$ cat src/rtl/instr_fetch_decoder.sv
// Program store, fetch/decode sequencer and working register sitting behind a
// 2-bit program counter: emits one-cycle jnp/inc strobes and the sticky r2 flag.
module instr_fetch_decoder #(
   parameter logic [15:0] RESET_PROG = 16'h0000,
   parameter logic [7:0]  WDOG_LIMIT = 8'd255
) (
   input  logic       clk,
   input  logic       rst,
   input  logic       load_en,
   input  logic [1:0] load_addr,
   input  logic [3:0] load_data,
   input  logic       start,
   input  logic       p1,
   input  logic       p0,
   output logic       jnp,
   output logic       inc,
   output logic       i1,
   output logic       i0,
   output logic       r2,
   output logic [1:0] reg_q,
   output logic       busy,
   output logic       halted,
   output logic       timeout
);

   typedef enum logic [1:0] {
      S_IDLE  = 2'd0,
      S_FETCH = 2'd1,
      S_EXEC  = 2'd2,
      S_HALT  = 2'd3
   } state_t;

   localparam logic [1:0] OP_NOP  = 2'b00;
   localparam logic [1:0] OP_INC  = 2'b01;
   localparam logic [1:0] OP_JNP  = 2'b10;
   localparam logic [1:0] OP_HALT = 2'b11;

   state_t     r_state;
   state_t     w_state_next;

   logic [3:0] w_mem [4];
   logic [1:0] w_pc_addr;
   logic [3:0] w_fetch_word;
   logic       w_load_ok;
   logic       w_start_ok;
   logic [7:0] w_steps_next;
   logic       w_wdog_fire;
   logic       w_busy;
   logic       w_halted;

   logic [1:0] r_op;
   logic [1:0] r_reg;
   logic       r_ovf;
   logic [7:0] r_steps;
   logic       r_timeout;
   logic       r_jnp;
   logic       r_inc;
   logic [1:0] r_target;

   assign w_pc_addr    = {p1, p0};
   assign w_fetch_word = w_mem[w_pc_addr];
   assign w_load_ok    = (r_state == S_IDLE) && load_en;
   assign w_start_ok   = (r_state == S_IDLE) && start;

   // Saturating step count as it will stand once the current EXEC retires.
   assign w_steps_next = (r_steps == 8'hFF) ? r_steps : (r_steps + 8'd1);
   assign w_wdog_fire  = (WDOG_LIMIT != 8'd0) && (r_op != OP_HALT) &&
                         (w_steps_next == WDOG_LIMIT);

   // Program store: one register word per address, each restored from the
   // reset image and writable only while idle.
   genvar gi;
   generate
      for (gi = 0; gi < 4; gi++) begin : g_mem
         localparam logic [1:0] WORD_ADDR = gi;
         logic [3:0] r_word;

         always_ff @(posedge clk or posedge rst) begin
            if (rst) begin
               r_word <= RESET_PROG[4*gi +: 4];
            end else if (w_load_ok && (load_addr == WORD_ADDR)) begin
               r_word <= load_data;
            end
         end

         assign w_mem[gi] = r_word;
      end
   endgenerate

   always_ff @(posedge clk or posedge rst) begin
      if (rst) begin
         r_state <= S_IDLE;
      end else begin
         r_state <= w_state_next;
      end
   end

   always_comb begin
      w_state_next = r_state;
      w_busy       = 1'b0;
      w_halted     = 1'b0;
      case (r_state)
         S_IDLE: begin
            if (w_start_ok) begin
               w_state_next = S_FETCH;
            end
         end
         S_FETCH: begin
            w_busy       = 1'b1;
            w_state_next = S_EXEC;
         end
         S_EXEC: begin
            w_busy = 1'b1;
            if ((r_op == OP_HALT) || w_wdog_fire) begin
               w_state_next = S_HALT;
            end else begin
               w_state_next = S_FETCH;
            end
         end
         S_HALT: begin
            w_halted = 1'b1;
         end
         default: begin
            w_state_next = S_IDLE;
         end
      endcase
   end

   // Strobes are loaded on the FETCH->EXEC edge and dropped on the edge that
   // leaves EXEC, so they are high for exactly the EXEC cycle.
   always_ff @(posedge clk or posedge rst) begin
      if (rst) begin
         r_op      <= OP_NOP;
         r_reg     <= 2'd0;
         r_ovf     <= 1'b0;
         r_steps   <= 8'd0;
         r_timeout <= 1'b0;
         r_jnp     <= 1'b0;
         r_inc     <= 1'b0;
         r_target  <= 2'd0;
      end else begin
         case (r_state)
            S_IDLE: begin
               if (w_start_ok) begin
                  r_reg   <= 2'd0;
                  r_ovf   <= 1'b0;
                  r_steps <= 8'd0;
               end
            end
            S_FETCH: begin
               r_op <= w_fetch_word[3:2];
               case (w_fetch_word[3:2])
                  OP_NOP, OP_INC: begin
                     r_inc <= 1'b1;
                  end
                  OP_JNP: begin
                     r_jnp    <= 1'b1;
                     r_target <= w_fetch_word[1:0];
                  end
                  default: begin
                     r_inc <= 1'b0;
                     r_jnp <= 1'b0;
                  end
               endcase
            end
            S_EXEC: begin
               r_inc    <= 1'b0;
               r_jnp    <= 1'b0;
               r_target <= 2'd0;
               r_steps  <= w_steps_next;
               if (r_op == OP_INC) begin
                  r_reg <= r_reg + 2'd1;
                  if (r_reg == 2'd3) begin
                     r_ovf <= 1'b1;
                  end
               end
               if (w_wdog_fire) begin
                  r_timeout <= 1'b1;
               end
            end
            default: begin
               r_inc <= 1'b0;
               r_jnp <= 1'b0;
            end
         endcase
      end
   end

   assign jnp     = r_jnp;
   assign inc     = r_inc;
   assign i1      = r_target[1];
   assign i0      = r_target[0];
   assign r2      = r_ovf;
   assign reg_q   = r_reg;
   assign busy    = w_busy;
   assign halted  = w_halted;
   assign timeout = r_timeout;

endmodule
$ cat config.mk
export PLATFORM = sky130hd
export DESIGN_NAME = instr_fetch_decoder
export DESIGN_NICKNAME = d
export VERILOG_FILES = /design/src/rtl/instr_fetch_decoder.sv
export SDC_FILE = /design/constraint.sdc
export NUM_CORES = 1
export LEC_CHECK = 0
export ABC_AREA = 1
export CAP_MARGIN = 20
export CORE_MARGIN = 1.5
export CORE_UTILIZATION = 50
export DETAILED_ROUTE_END_ITERATION = 10
export PLACE_DENSITY = 0.75
export SETUP_SLACK_MARGIN = 0.4
export SYNTH_ARGS = -nofsm -noshare
export SYNTH_HDL_FRONTEND = slang
export SYNTH_SLANG_ARGS = --single-unit
$ cat constraint.sdc
create_clock -name clk -period 1.47 [get_ports clk]
set_input_delay 0.294 -clock clk [delete_from_list [all_inputs] [get_ports clk]]
set_output_delay 0.294 -clock clk [all_outputs]
set_load 0.05 [all_outputs]
==> flow_summary.yaml, run 1 <==
status:
  status: "finished, violations left"
  violations: "negative setup slack"
logic_synthesis:
  synth_area_sq_mm: 0.00190
  yosysTopAreaCell: "dfrtp_1"
  synth_area_leaders: "dfrtp_1, nand2_1, o21ai_0"
  ys_seq_area_frac: 0.475
  synth_warnings: 0
  syn_inst: 240
  synth.top_cell.area_share: 0.475
  postSynthAreaPerCell_sq_um: 7.91
  synth_nets: 259
  synth_seq_cells: 36
  ys_types: 27
sta:
  tightest_slew_ns: 0.401
  fmax_mhz: 599
  setup_viol: 17
  slew_viol_final: 0
  fin_ws_ns: -0.199
  finalCritPeriodShare: 1.14
  fin_crit_ns: 1.67
  fin_worst_skew_ns: 0.00605
  max-slew-margin-rel: 0.732
  fin_setup_tns_ns: -0.855
  hold_viol_final: 0
  grt_setup_unrepaired: "yes"
finish:
  synthToLayoutAreaGrowth_pct: 72.6
  final_util: 0.895
  drive_above_1_share: 0.522
  nFillCells: 137
  nets: 332
  layout.cells.non_filler: 362
  ff_latch_area_sq_um: 903
  final_common_cell: "nand2_1"
  layout_common_cells: "nand2_1, dfrtp_1, buf_4, nand2_2, inv_1"
  antennaDiodeCount: 0
  multiInputGateArea_sq_mm: 0.00132
pwr:
  power.leakage_uw: 0.00144
  power_density_mw_per_mm2: 1830
  combPwrFrac: 0.572
  peakVddDrop_uv: 1450
  p_sw_uw: 2560
  swShare: 0.428
  pwr-share-clk: 0.148
  pwr-share-seq: 0.280
  finalPower_uw: 5990
  internal_power_uw: 3430
worst_setup_path:
  crit_fanout: 4
  end_kind: "flop"
  crit_type: "reg -> reg"
  crit_required_ns: 1.71
  cpMaxStageDelayCell: "dfrtp_1"
  worstPathCellList: "ha_4, buf_4, nand4_1, nand2_1, nand2_4, nand3_4, nor2_4, nand2_2, nand2_2, nand2_1, nand2_1, nand2_1, nand2_1"
  arrival_ns: 1.91
  worstSetupStartpointType: "flop"
  critPathMostFrequentCell: "nand2_1"
  max_stage_delay_ns: 0.41
floorplanning:
  start_util: 0.518
  io_pins: 22
  chipWidth_um: 64.6
  die_h_um: 64.6
  fp.dieArea_sq_mm: 0.00417
  rows: 22
  core_area_sq_mm: 0.00366
clock_network:
  path_clk_slew_ns: 0.08
  cts.sinks: 36
  clockBufferDepth: 2
  tritoncts: "done"
  cts_max_level: 2
  cts_made_buffers: 5
  clock_latency_ns: 0.30
  clock-root-buffer: "clkbuf_8"
global_routing:
  grt_pass1_wl_um: 9580
  grt_util_all_layers: 0.307
  antenna_found_initial: 0
  grt_pass1_vias: 2055
  grt-ovfl-total: 0
  grt_max_degree: 24
routing:
  topRoutingLayerUsed: "met4"
  totalWireLength_um: 7490
  wl_met1_um: 2720
  routed-wl-met3_um: 551
  routed_via_density: 5.96
  final_antenna_net_count: 0
  first_pass_iters: 5
  vias: 2156
  route.met2.wl_um: 3810
  drt_iter0_drc: 146
  routedWlPerCell_um: 20.7
  drcViolationCount: 0
placed_design:
  port-buffer-count: 21
  pre_cts_slack_ns: -0.343
  place_congestion: 0.818
  dp_hpwl_um: 3150
  dp.cells: 332
run:
  cap_violations: 0
hold_path:
  worstHoldPathType: "in -> async"
==> logic make-up after synthesis <==
group / count (synthesis) / synth area share
AOI/OAI and AO/OA: 46 / 0.136
xor gates and xnor gates: 1 / 0.00462
adders and majority gates: 7 / 0.0461
buffers and inverters: 33 / 0.0679
DFF: 36 / 0.475
and+or+nand+nor: 117 / 0.270
==> synthesized netlist by cell type <==
master	number
nand2_1	72
dfrtp_1	36
inv_1	26
o21ai_0	20
nand3_1	15
nor2_1	15
o21ai_1	10
a21oi_1	7
ha_1	7
nor2_2	5
inv_2	4
a32o_1	3
nand2_2	3
o22ai_1	3
nand4_1	2
a2bb2oi_1	1
buf_2	1
buf_4	1
clkbuf_1	1
nand2_4	1
nand3_2	1
nor2_4	1
nor3_2	1
o21ai_2	1
o21bai_1	1
or2_2	1
xnor2_1	1
==> power groups by stage <==
stage               sequential [uW]  clock, uW  combinational, uW
floorplan                      1700          0               1030
finish                         1680        888               3430
CTS                            1590        867               2760
global placement               1580          0               1990
detailed placement             1580          0               2060
global route                   1690        920               3590
==> worst paths after layout <==
check | slack (ns) | cells after the start | to | start
setup reg to reg | -0.20 | 13 | r_state[1] | r_steps[0]
max in group asynchronous | 0.90 | 3 | r_steps[2] | rst
setup / recovery | -0.20 | 13 | r_state[1] | r_steps[0]
hold / removal | 0.37 | 3 | g_mem[3].r_word[0] | rst
min in group clk | 0.51 | 2 | g_mem[2].r_word[0] | g_mem[2].r_word[0]
hold reg to reg | 0.51 | 2 | g_mem[2].r_word[0] | g_mem[2].r_word[0]
==> critical path, delay by kind of cell (launching register included) <==
family,cells,cell delay [ns]
simple gates,11,0.86
flops,1,0.41
fa+ha+maj,1,0.19
buf+inv,1,0.13
==> flip-flops by register name, indices dropped and copies added (netlist names) <==
name	count
g_mem.r_word	16
inc	1
jnp	1
r2	1
r_op	2
r_state	2
r_steps	8
r_target	2
reg_q	2
timeout	1
==> area by class of cell <==
cell class,instances,area share
flip-flops and latches,36,0.276
repair buffers,69,0.228
inverters,30,0.0431
multi-input cells,171,0.402
clock inverters,2,0.0107
well taps,48,0.0183
clock buffers,6,0.0221
==> through the flow <==
step	cell area [sq um]	hold slack [ns]
2_1_floorplan	1980	0.247
3_3_place_gp	2540	0.467
3_5_place_dp	2540	0.474
4_1_cts	3020	0.382
5_1_grt	3280	0.386
6_report	3280	0.374
==> routing by layer <==
layer | up-vias | GRT usage
met4 | 0 | 0.128
met5 | - | 0
met1 | 1037 | 0.359
li1 | 930 | -
met2 | 141 | 0.540
met3 | 48 | 0.0747
==> repair_timing <==
action	in CTS	in global routing
cloned	1	0
gates resized for setup	85	54
pin swaps	25	29
buffers inserted	14	7
hold buffers	0	0
setup endpoints to repair	46	46
Power figures use the tool's default switching activity.
==> run 2, diff against run 1 <==
--- a/config.mk
+++ b/config.mk
@@ -12,6 +12,7 @@
 export DETAILED_ROUTE_END_ITERATION = 10
 export PLACE_DENSITY = 0.75
 export SETUP_SLACK_MARGIN = 0.4
+export SLEW_MARGIN = 10
 export SYNTH_ARGS = -nofsm -noshare
 export SYNTH_HDL_FRONTEND = slang
 export SYNTH_SLANG_ARGS = --single-unit
==> results of run 2 <==
No change in the layout: final DEF, timing and power equal those of run 1.
